<file path="src/rtl/fib_host.sv">
// Requester/checker for the fib accelerator: issues a run of consecutive indices,
// one outstanding request at a time, and checks each result against a golden Fibonacci value.
module fib_host #(
  parameter int IDX_W   = 8,
  parameter int DATA_W  = 32,
  parameter int TIMEOUT = 255
) (
  input  logic              CLK,
  input  logic              rst_n,
  input  logic              start,
  input  logic [IDX_W-1:0]  first_idx,
  input  logic [IDX_W-1:0]  num_req,
  output logic              busy,
  output logic              done,
  output logic [7:0]        err_cnt,
  output logic              timeout,
  output logic [DATA_W-1:0] last_result,
  output logic [IDX_W-1:0]  req_idx,
  output logic              req_vld,
  input  logic              req_rdy,
  input  logic [DATA_W-1:0] rsp_data,
  input  logic              rsp_vld,
  output logic              rsp_rdy
);

  localparam int                CNT_W   = (TIMEOUT < 2) ? 1 : $clog2(TIMEOUT + 1);
  localparam logic [CNT_W-1:0]  TO_VAL  = CNT_W'(TIMEOUT);
  localparam logic [IDX_W-1:0]  IDX_MAX = {IDX_W{1'b1}};

  typedef enum logic [2:0] {
    S_IDLE  = 3'd0,
    S_PRIME = 3'd1,
    S_SEND  = 3'd2,
    S_WAIT  = 3'd3,
    S_DONE  = 3'd4
  } state_t;

  state_t              r_state, w_state_nxt;
  logic [IDX_W-1:0]    r_cur_idx, w_cur_idx_nxt;
  logic [IDX_W-1:0]    r_remaining, w_remaining_nxt;
  logic [IDX_W-1:0]    r_k, w_k_nxt;
  logic [DATA_W-1:0]   r_a, w_a_nxt;
  logic [DATA_W-1:0]   r_b, w_b_nxt;
  logic [CNT_W-1:0]    r_wait_cnt, w_wait_cnt_nxt;
  logic [7:0]          r_err_cnt, w_err_cnt_nxt;
  logic                r_timeout, w_timeout_nxt;
  logic [DATA_W-1:0]   r_last_result, w_last_result_nxt;
  logic                r_busy, r_done, r_req_vld, r_rsp_rdy;

  logic [DATA_W-1:0]   w_fib_sum;
  logic [CNT_W-1:0]    w_wait_inc;
  logic [7:0]          w_err_inc;

  function automatic logic [7:0] sat_inc8(input logic [7:0] v);
    sat_inc8 = (v == 8'hFF) ? v : v + 8'd1;
  endfunction

  assign w_fib_sum  = r_a + r_b;
  assign w_wait_inc = r_wait_cnt + CNT_W'(1);
  assign w_err_inc  = sat_inc8(r_err_cnt);

  // Next-state and datapath updates for the run sequencer
  always_comb begin
    w_state_nxt       = r_state;
    w_cur_idx_nxt     = r_cur_idx;
    w_remaining_nxt   = r_remaining;
    w_k_nxt           = r_k;
    w_a_nxt           = r_a;
    w_b_nxt           = r_b;
    w_wait_cnt_nxt    = r_wait_cnt;
    w_err_cnt_nxt     = r_err_cnt;
    w_timeout_nxt     = r_timeout;
    w_last_result_nxt = r_last_result;
    case (r_state)
      S_IDLE: begin
        if (start) begin
          w_cur_idx_nxt   = first_idx;
          w_remaining_nxt = num_req;
          w_err_cnt_nxt   = 8'd0;
          w_timeout_nxt   = 1'b0;
          w_a_nxt         = {DATA_W{1'b0}};
          w_b_nxt         = DATA_W'(1);
          w_k_nxt         = {IDX_W{1'b0}};
          w_state_nxt     = (num_req == {IDX_W{1'b0}}) ? S_DONE : S_PRIME;
        end else begin
          w_state_nxt = S_IDLE;
        end
      end
      S_PRIME: begin
        if (r_k != r_cur_idx) begin
          w_a_nxt = r_b;
          w_b_nxt = w_fib_sum;
          w_k_nxt = r_k + IDX_W'(1);
        end else begin
          w_state_nxt = S_SEND;
        end
      end
      S_SEND: begin
        if (req_rdy) begin
          w_wait_cnt_nxt = {CNT_W{1'b0}};
          w_state_nxt    = S_WAIT;
        end else begin
          w_state_nxt = S_SEND;
        end
      end
      S_WAIT: begin
        if (rsp_vld) begin
          w_last_result_nxt = rsp_data;
          w_err_cnt_nxt     = (rsp_data != r_a) ? w_err_inc : r_err_cnt;
          // Index wrap restarts the golden sequence at fib(0)
          if (r_cur_idx == IDX_MAX) begin
            w_a_nxt = {DATA_W{1'b0}};
            w_b_nxt = DATA_W'(1);
          end else begin
            w_a_nxt = r_b;
            w_b_nxt = w_fib_sum;
          end
          w_cur_idx_nxt   = r_cur_idx + IDX_W'(1);
          w_remaining_nxt = r_remaining - IDX_W'(1);
          w_state_nxt     = (r_remaining == IDX_W'(1)) ? S_DONE : S_SEND;
        end else if (w_wait_inc == TO_VAL) begin
          w_timeout_nxt = 1'b1;
          w_err_cnt_nxt = w_err_inc;
          w_state_nxt   = S_DONE;
        end else begin
          w_wait_cnt_nxt = w_wait_inc;
        end
      end
      S_DONE: begin
        w_state_nxt = S_IDLE;
      end
      default: begin
        w_state_nxt = S_IDLE;
      end
    endcase
  end

  // State, datapath and registered handshake/status outputs
  always_ff @(posedge CLK or negedge rst_n) begin
    if (!rst_n) begin
      r_state       <= S_IDLE;
      r_cur_idx     <= {IDX_W{1'b0}};
      r_remaining   <= {IDX_W{1'b0}};
      r_k           <= {IDX_W{1'b0}};
      r_a           <= {DATA_W{1'b0}};
      r_b           <= DATA_W'(1);
      r_wait_cnt    <= {CNT_W{1'b0}};
      r_err_cnt     <= 8'd0;
      r_timeout     <= 1'b0;
      r_last_result <= {DATA_W{1'b0}};
      r_busy        <= 1'b0;
      r_done        <= 1'b0;
      r_req_vld     <= 1'b0;
      r_rsp_rdy     <= 1'b0;
    end else begin
      r_state       <= w_state_nxt;
      r_cur_idx     <= w_cur_idx_nxt;
      r_remaining   <= w_remaining_nxt;
      r_k           <= w_k_nxt;
      r_a           <= w_a_nxt;
      r_b           <= w_b_nxt;
      r_wait_cnt    <= w_wait_cnt_nxt;
      r_err_cnt     <= w_err_cnt_nxt;
      r_timeout     <= w_timeout_nxt;
      r_last_result <= w_last_result_nxt;
      r_busy        <= (w_state_nxt != S_IDLE);
      r_done        <= (w_state_nxt == S_DONE);
      r_req_vld     <= (w_state_nxt == S_SEND);
      r_rsp_rdy     <= (w_state_nxt == S_WAIT);
    end
  end

  assign busy        = r_busy;
  assign done        = r_done;
  assign err_cnt     = r_err_cnt;
  assign timeout     = r_timeout;
  assign last_result = r_last_result;
  assign req_idx     = r_cur_idx;
  assign req_vld     = r_req_vld;
  assign rsp_rdy     = r_rsp_rdy;

endmodule

</file>
<file path="config.mk">
export PLATFORM = sky130hd
export DESIGN_NAME = fib_host
export DESIGN_NICKNAME = d
export VERILOG_FILES = /design/src/rtl/fib_host.sv
export SDC_FILE = /design/constraint.sdc
export NUM_CORES = 1
export LEC_CHECK = 0
export ABC_CLOCK_PERIOD_IN_PS = 5100
export CORE_MARGIN = 4
export CORE_UTILIZATION = 45
export DETAILED_ROUTE_END_ITERATION = 10
export HOLD_SLACK_MARGIN = 0.06
export PLACE_DENSITY = 0.67
export SYNTH_ARGS = -nofsm -noshare
export SYNTH_HDL_FRONTEND = slang
export SYNTH_SLANG_ARGS = --single-unit
</file>
<file path="constraint.sdc">
create_clock -name CLK -period 5.1 [get_ports CLK]
set_input_delay 1.02 -clock CLK [delete_from_list [all_inputs] [get_ports CLK]]
set_output_delay 1.02 -clock CLK [all_outputs]
set_load 0.01 [all_outputs]
</file>
# After elaboration in Yosys (flattened, before gate mapping)
# Cells that the tools add are included.
[word_totals] regBits=144 in_bits=53 output_inout_bits=53 elab_cells=95
[op_classes] n_addsub=6 n_eq_ne=21 muxes=40 n_reduce_logical=14
[op_table] cell="$mux 32" n=8
[op_table] cell="$pmux 32 s3" n=2
[op_table] cell="$mux 8" n=13
[op_table] cell="$pmux 8 s2" n=5
[op_table] cell="$add 32x32->32" n=1
[op_table] cell="$add 8x1->8 const B" n=4
[op_table] cell="$ne 32x32->1" n=1
[op_table] cell="$eq 8x8->1 const B" n=3
[op_table] cell="$mux 3" n=6
[op_table] cell="$reduce_and 4->1" n=4
[op_table] cell="$ne 2x2->1 const B" n=7
[op_table] cell="$eq 3x2->1 const B" n=4
[op_table] cell="$pmux 3 s4" n=1
[op_table] cell="$eq 8x1->1 const B" n=1
[op_table] cell="$logic_not 8->1" n=1
[op_table] cell="$ne 8x8->1" n=1
[op_table] cell="$sub 8x1->8 const B" n=1
[op_table] cell="$ne 3x3->1 const B" n=2
[op_table] cell="$reduce_and 3->1" n=2
[op_table] cell="$reduce_bool 2->1" n=3
[op_table] cell="$reduce_bool 3->1" n=2
[op_table] cell="$mux 1" n=4
[op_table] cell="$eq 3x1->1 const B" n=1
[op_table] cell="$eq 3x3->1 const B" n=1
[op_table] cell="other kinds (3)" n=3

# Depth between registers and ports, before layout
# Gate-level depths: netlist (run 1).
[depth] word_depth=6 depth_mapped=11 depth_no_buf=10

# Least setup slack after synthesis (run 1)
# OpenSTA, ideal clock, no wires.
[synth_timing] path_kind="reg2reg" from="reg r_a[0]" to="reg r_b[22]" setup_ns=0.130 arrival_time_ns=2.440 required_time_ns=4.970 setup_slack_ns=2.531 path_stages_with_launch=11 path_buffers=0 period_less_slack_ns=2.569 cell_sequence="dfrtp_1 -> ha_1 -> fa_1 -> a21o_2 -> a311oi_1 -> or4_4 -> a21boi_2 -> o221a_4 -> a21oi_1 -> xnor2_1 -> o21ai_1"
[synth_via] elab_chain_len=4 elab_cells_between_ends=5 classes_between="add/sub: 1; mux: 4"
[synth_rtl] element="from (decl)" line_no="42" rtl="logic [DATA_W-1:0] r_a, w_a_nxt;"
[synth_rtl] element="from (signal assigned)" line_no="145" rtl="r_a <= {DATA_W{1'b0}};"
[synth_rtl] element="from (signal assigned)" line_no="160" rtl="r_a <= w_a_nxt;"
[synth_rtl] element="$add 32x32->32 (*)" line_no="58" rtl="assign w_fib_sum = r_a + r_b;"
[synth_rtl] element="$mux 32" line_no="111" rtl="if (r_cur_idx == IDX_MAX) begin"
[synth_rtl] element="$mux 32" line_no="107" rtl="if (rsp_vld) begin"
[synth_rtl] element="$pmux 32 s3 (*)" line_no="74" rtl="case (r_state)"
[synth_rtl] element="to (signal assigned)" line_no="161" rtl="r_b <= w_b_nxt;"
[synth_rtl] element="to (decl)" line_no="43" rtl="logic [DATA_W-1:0] r_b, w_b_nxt;"
# Mark *: on every way between the ends. The rest lies on a longest branch, timed or not. The select of a mux whose other input is x is not followed.
# A chain may end at the register's enable or synchronous reset.

# Worst setup path after layout (run 1)
[layout_timing] from="reg r_state[2]" to="reg r_err_cnt[7], in the netlist err_cnt[7]"
[layout_via] elab_chain_len=3 elab_cells_between_ends=8 classes_between="eq/ne: 4; mux: 1; reduce/logical: 3"
[layout_rtl] element="from (decl)" line_no="38" rtl="state_t r_state, w_state_nxt;"
[layout_rtl] element="from (signal assigned)" line_no="156" rtl="r_state <= w_state_nxt;"
[layout_rtl] element="$eq 3x2->1 / $logic_not 3->1 (equally long branches)" line_no="74"
[layout_rtl] element="$ne 3x3->1 (no source line) (tied with other cells)"
[layout_rtl] element="$reduce_and 4->1 (no source line)"
[layout_rtl] element="to (signal assigned)" line_no="163" rtl="r_err_cnt <= w_err_cnt_nxt;"
[layout_rtl] element="to (decl)" line_no="45" rtl="logic [7:0] r_err_cnt, w_err_cnt_nxt;"
# Several ways; a longest one is shown, not always the timed one.

==> results of run 1 <==
## routing by layer
metal	vias to the layer above	global-route usage, %
met5	-	0
met4	0	5.70
met3	19	3.86
met2	175	31.2
met1	3383	30.9
li1	3545	-
## state kept, by name, indices dropped and copies added (netlist names)
| register | count |
|---|---|
| err_cnt | 8 |
| done | 1 |
| busy | 1 |
| r_a | 32 |
| req_vld | 1 |
| timeout | 1 |
| r_state | 3 |
| r_wait_cnt | 8 |
| r_b | 32 |
| req_idx | 8 |
| r_k | 8 |
| last_result | 32 |
| rsp_rdy | 1 |
| r_remaining | 8 |
## final cells by class
type,instances,area [µm²],share of cell area (%)
repair buffers,115,1140,11.2
well taps,229,287,2.82
flip-flops and latches,144,3600,35.5
clock inverters,12,160,1.58
multi-input cells,760,4450,43.8
inverters,21,78.8,0.776
clock buffers,20,437,4.30
## critical path: cells and delay by family, from the launching register on
family | cells | cell delay, ps
buffers and inverters | 1 | 270
AND/OR/NAND/NOR | 7 | 2120
XOR/XNOR | 1 | 140
flip-flops | 1 | 410
## path summary, 6_finish.rpt
kind,start,end,slack (ps),depth (start not counted)
max,r_state[2]$_DFF_PN0_,err_cnt[7]$_DFFE_PN0P_,2000,9
min,last_result[11]$_DFFE_PN0P_,last_result[11]$_DFFE_PN0P_,470,2
max reg2reg,r_state[2]$_DFF_PN0_,err_cnt[7]$_DFFE_PN0P_,2000,9
min reg2reg,last_result[11]$_DFFE_PN0P_,last_result[11]$_DFFE_PN0P_,470,2
max in group asynchronous,rst_n,last_result[2]$_DFFE_PN0P_,3540,2
min in group asynchronous,rst_n,r_remaining[4]$_DFFE_PN0P_,530,1
## Yosys cell counts, types with 6 or more instances
| master | count | share of area [%] |
|---|---|---|
| sky130_fd_sc_hd__nor2_1 | 57 | 2.6 |
| sky130_fd_sc_hd__clkbuf_1 | 26 | 1.2 |
| sky130_fd_sc_hd__and2_1 | 9 | 0.68 |
| sky130_fd_sc_hd__o21ai_1 | 6 | 0.36 |
| sky130_fd_sc_hd__a21oi_1 | 45 | 2.7 |
| sky130_fd_sc_hd__nor4_1 | 11 | 0.83 |
| sky130_fd_sc_hd__o31ai_1 | 12 | 1.1 |
| sky130_fd_sc_hd__xnor2_1 | 28 | 3.0 |
| sky130_fd_sc_hd__nand4_1 | 16 | 1.2 |
| sky130_fd_sc_hd__a211oi_1 | 7 | 0.63 |
| sky130_fd_sc_hd__nor3_1 | 10 | 0.60 |
| sky130_fd_sc_hd__a21o_1 | 12 | 1.1 |
| sky130_fd_sc_hd__xor2_1 | 53 | 5.6 |
| sky130_fd_sc_hd__buf_2 | 6 | 0.36 |
| sky130_fd_sc_hd__nand2_1 | 245 | 11 |
| sky130_fd_sc_hd__nand3_1 | 20 | 1.2 |
| sky130_fd_sc_hd__dfrtp_1 | 143 | 43 |
| sky130_fd_sc_hd__inv_1 | 21 | 0.95 |
| sky130_fd_sc_hd__and3_1 | 12 | 0.91 |
| sky130_fd_sc_hd__o21ai_0 | 101 | 6.1 |
| sky130_fd_sc_hd__ha_1 | 38 | 5.7 |
## kinds of logic after synthesis
logic type               count (synthesis)  synth area share [%]
flip-flops                             144                  43.6
AO/OA/AOI/OAI                          237                  17.6
AND/OR/NAND/NOR                        399                  20.9
XOR/XNOR                                81                  8.57
multiplexers                             4                 0.499
buffers and inverters                   59                  2.92
adder cells (fa/ha/maj)                 39                  5.99
## power by group through the flow
stage / clock network (W) / logic, W / registers, W
final: 0.00126 / 0.00168 / 0.00167
after global routing: 0.00134 / 0.00187 / 0.00171
after CTS: 0.00128 / 0.00169 / 0.00167
after detailed placement: 0 / 0.00168 / 0.00169
after global placement: 0 / 0.00167 / 0.00168
after floorplan: 0 / 0.000902 / 0.00171
## per-stage QoR
step | power (W) | util, % | instance area (µm²) | instances
2_1_floorplan | 0.00261 | - | 8280 | 963
3_3_place_gp | 0.00335 | 53.1 | 9560 | 1269
3_5_place_dp | 0.00337 | 53.1 | 9560 | 1269
4_1_cts | 0.00465 | 56.4 | 10200 | 1301
5_1_grt | 0.00492 | 56.4 | 10200 | 1301
6_report | 0.00462 | 56.4 | 10200 | 1301
==> flow_summary.ini, run 1 <==
[drt]
routedLengthMet1_um = 10400
route.detailed.wl_per_inst_um = 16.3
remaining_drc_errors = 0
wl_um = 21200
wl_met2_um = 9200
detailed_route_vias_per_instance = 5.47
detailedRoute.firstIterationViolations = 483
highest_layer = met4
wire_length_on_met3_um = 1250
detailroute.via_count = 7122
route.antenna.remaining_nets = 0
first_pass_iters = 5

[yosys]
synth_edf_count = 0
async_reset_ff_share_pct = 100
yosysUniqueCellTypes = 64
number_of_nets_produced_by_synthesis = 1055
ys_seq_elements = 144
synthesis.area_per_instance_um2 = 8.59
synth_top_flop_cell = sky130_fd_sc_hd__dfrtp_1
synth.cell_area_um2 = 8280
postSynthCellCount = 963
yosysWarningCount = 0
seq_area_frac_synth_pct = 43.6

[sta]
grt_setup_unrepaired = false
slew_violations = 0
clock-skew-final_ps = 8.39
maxSlewHeadroom_pct = 38.6
period_share_pct = 60.8
timing.final.crit_period_ps = 3100
final_hold_slack_ps = 473
fin_tns_setup_ps = 0
setup_violations = 0
timing.fmax_mhz = 323
final-hold-violation-count = 0
timing.final.ws_setup_ps = 2000
worstMarginPinSlew_ps = 917

[layout]
mostFrequentLayoutCells = 245 x sky130_fd_sc_hd__nand2_1, 143 x sky130_fd_sc_hd__dfrtp_1, 104 x sky130_fd_sc_hd__clkdlybuf4s50_1, 101 x sky130_fd_sc_hd__o21ai_0, 56 x sky130_fd_sc_hd__nor2_1
final_net_count = 1151
layout_commonest_cell = sky130_fd_sc_hd__nand2_1
fillerInstances = 1657
area_growth_pct = 22.8
layout-drive-gt1-share_pct = 5.41
number_of_antenna_diodes = 0

[outcome]
status = finished, final reports clean

[critical_path]
crit_type = reg2reg
crit_fanout = 34
timing.critical_path.to_type = flip-flop
worstPathCellList = and2b_1 -> and2_1 -> nand2_1 -> buf_4 -> nor4_1 -> nor3_2 -> nand4_1 -> xor2_1 -> nor2_1
arrival_time_at_the_worst_endpoint_ps = 3380
worst_path_largest_cell_delay_ps = 710
cp_slowest_cell = sky130_fd_sc_hd__and2_1
critPathRequiredTime_ps = 5380
type_of_element_launching_the_critical_path = flip-flop

[die]
pin_count = 106
die_h_um = 144
floorplan.initialDensity_pct = 45.9
core_region_area_um2 = 18000
die_w_um = 144
placementRows = 49
die_area_um2 = 20600

[power]
vdd.ir_drop.worst_mv = 0.312
comb_power_share_pct = 36.5
powerDensity_nw_per_um2 = 454
static-leakage-power_nw = 4.63
internal_power_w = 0.00291
power_frac_clock_pct = 27.3
switchingPower_w = 0.00171
switching_share_pct = 37.0
fraction_of_power_consumed_by_sequential_logic_pct = 36.2

[place]
post-place-ws_ps = 1670
gp_congestion = 0.873
buffer_ports.inserted = 105
dp.final_hpwl_um = 15500

[cts]
clock_input_transition_at_the_sequential_cells_of_the_worst_setup_and_hold_paths_ps = 60
numCtsBuffers = 17
cts_sinks = 144
hold_buffers = 0
cts_resized = 0
postCtsSetupRepairBufs = 0
cts_buffer_depth = 2
tritoncts = done
worst_skew_pair.late_latency_ps = 420
clock-root-buffer = sky130_fd_sc_hd__clkbuf_16
cts-htree-levels = 4

[global_route]
grt_first_pass_wirelength_um = 34300
antenna_found_initial = 0
grt.total_usage_pct = 20.8
grt_pass1_vias = 6718
total_overflow_reported_by_the_global_router = 0
grt_max_degree = 82

[run]
timing.max_cap.violations = 0

[hold_path]
worst_hold_path_type = reg2reg
Power figures use the tool's default switching activity.
==> run 2: changes to the inputs <==
ABC_CLOCK_PERIOD_IN_PS = 3080   (was 5100)
clock period = 3.08 ns   (was 5.1 ns; I/O delays follow)
==> flow_summary.ini, run 2 (synthesis gave the netlist of run 1 again) <==
[power]
powerDensity_nw_per_um2 = 749
vdd.ir_drop.worst_mv = 0.536
static-leakage-power_nw = 4.68
fin_total_pwr_w = 0.00769

[layout]
fillerInstances = 1605
mostFrequentLayoutCells = 245 x sky130_fd_sc_hd__nand2_1, 143 x sky130_fd_sc_hd__dfrtp_1, 104 x sky130_fd_sc_hd__clkdlybuf4s50_1, 101 x sky130_fd_sc_hd__o21ai_0, 56 x sky130_fd_sc_hd__nor2_1
layout-drive-gt1-share_pct = 6.39
area_growth_pct = 24.0
finish.cell_count_without_fillers = 1309
number_of_antenna_diodes = 0
final_net_count = 1159
postLayoutCoreUtil_pct = 56.9
layout_commonest_cell = sky130_fd_sc_hd__nand2_1

[global_route]
antenna_found_initial = 0
total_overflow_reported_by_the_global_router = 0
grt_pass1_vias = 6809
grt_first_pass_wirelength_um = 34500
grt.total_usage_pct = 20.8
grt_max_degree = 75

[sta]
final-hold-violation-count = 0
final_hold_slack_ps = 194
timing.final.crit_period_ps = 2860
timing.fmax_mhz = 350
fin_tns_setup_ps = 0
worstMarginPinSlew_ps = 947
clock-skew-final_ps = 10.1
period_share_pct = 92.8
slew_violations = 0
grt_setup_unrepaired = false
maxSlewHeadroom_pct = 36.7
setup_violations = 0

[critical_path]
worstPathCellList = ha_1 -> nand3_1 -> xor2_1 -> nor2_1 -> a311o_1 -> and2_1 -> inv_1 -> a21oi_1 -> inv_1 -> or3_1
crit_fanout = 11
arrival_time_at_the_worst_endpoint_ps = 3160
timing.critical_path.to_type = flip-flop
cp_slowest_cell = sky130_fd_sc_hd__a311o_1
crit_path_frequent_cell = sky130_fd_sc_hd__inv_1
critPathRequiredTime_ps = 3380
worst_path_largest_cell_delay_ps = 460
crit_type = reg2reg
cp.buffers_inverters = 2
cpLargestDelayFamily = simple AND/OR/NAND/NOR gates
type_of_element_launching_the_critical_path = flip-flop

[die]
die_area_um2 = 20600
floorplan.initialDensity_pct = 45.9
die_w_um = 144
placementRows = 49
die_h_um = 144
core_region_area_um2 = 18000
pin_count = 106

[cts]
clock_input_transition_at_the_sequential_cells_of_the_worst_setup_and_hold_paths_ps = 60
clock-root-buffer = sky130_fd_sc_hd__clkbuf_16
cts_buffer_depth = 2
cts_sinks = 144
cts_resized = 0
worst_skew_pair.late_latency_ps = 420
numCtsBuffers = 17
hold_buffers = 0
postCtsSetupRepairBufs = 0
cts-htree-levels = 4
tritoncts = done

[drt]
wl_um = 21100
route.antenna.remaining_nets = 0
detailedRoute.firstIterationViolations = 486
first_pass_iters = 6
detailroute.via_count = 7113
detailed_route_vias_per_instance = 5.43
route.detailed.wl_per_inst_um = 16.1
remaining_drc_errors = 0

[hold_path]
worst_hold_path_type = in2async

[place]
buffer_ports.inserted = 105
dp.final_hpwl_um = 15600
gp_congestion = 0.873
post-place-cells = 1277

[run]
timing.max_cap.violations = 0

[outcome]
status = finished, final reports clean
## run 2: changes by cell type in the layout (fill, tap and decap cells not counted), moves of 2 or more
cell | before | now
sky130_fd_sc_hd__buf_12 | 1 | 4
sky130_fd_sc_hd__buf_4 | 9 | 14
sky130_fd_sc_hd__clkbuf_1 | 3 | 0
sky130_fd_sc_hd__clkinv_2 | 2 | 0
sky130_fd_sc_hd__clkinv_4 | 5 | 7
sky130_fd_sc_hd__clkinvlp_4 | 1 | 4
## run 2: per-layer routing
| layer | part of all wire [%] | GRT usage (%) | up-vias |
|---|---|---|---|
| li1 | - | - | 3560 |
| met1 | 50 | 30.6 | 3395 |
| met2 | 44 | 31.6 | 140 |
| met3 | 4.9 | 4.09 | 18 |
| met4 | 1.1 | 5.15 | 0 |
| met5 | 0 | 0 | - |
## run 2: layout make-up
class / count / area [µm²] / area share, %
multi-input cells: 760 / 4450 / 43.4
flip-flops and latches: 144 / 3600 / 35.1
repair buffers: 123 / 1240 / 12.1
clock buffers: 18 / 439 / 4.28
well taps: 229 / 287 / 2.79
clock inverters: 14 / 160 / 1.56
inverters: 21 / 78.8 / 0.768
## run 2: final timing paths
| check | startpoint | to | slack (ps) | cells after the start |
|---|---|---|---|---|
| setup reg to reg | r_wait_cnt[0]$_DFFE_PN0P_ | busy$_DFF_PN0_ | 220 | 10 |
| setup / recovery | r_wait_cnt[0]$_DFFE_PN0P_ | busy$_DFF_PN0_ | 220 | 10 |
| hold reg to reg | last_result[27]$_DFFE_PN0P_ | last_result[27]$_DFFE_PN0P_ | 470 | 2 |
| min in group CLK | last_result[27]$_DFFE_PN0P_ | last_result[27]$_DFFE_PN0P_ | 470 | 2 |
| hold / removal | rst_n | r_remaining[2]$_DFFE_PN0P_ | 190 | 1 |
| max in group asynchronous | rst_n | last_result[26]$_DFFE_PN0P_ | 1980 | 2 |
## run 2: through the flow
stage / setup WS, ps / instance area, µm²
after global routing: 58.9 / 10300
final: 221 / 10300
after detailed placement: 275 / 9660
after CTS: 260 / 10300
after floorplan: 511 / 8280
after global placement: 305 / 9660
## run 2: report_power, final
part	switching [W]	internal [W]
sequential	0.000412	0.00234
combinational	0.00159	0.00127
clock	0.000851	0.00122
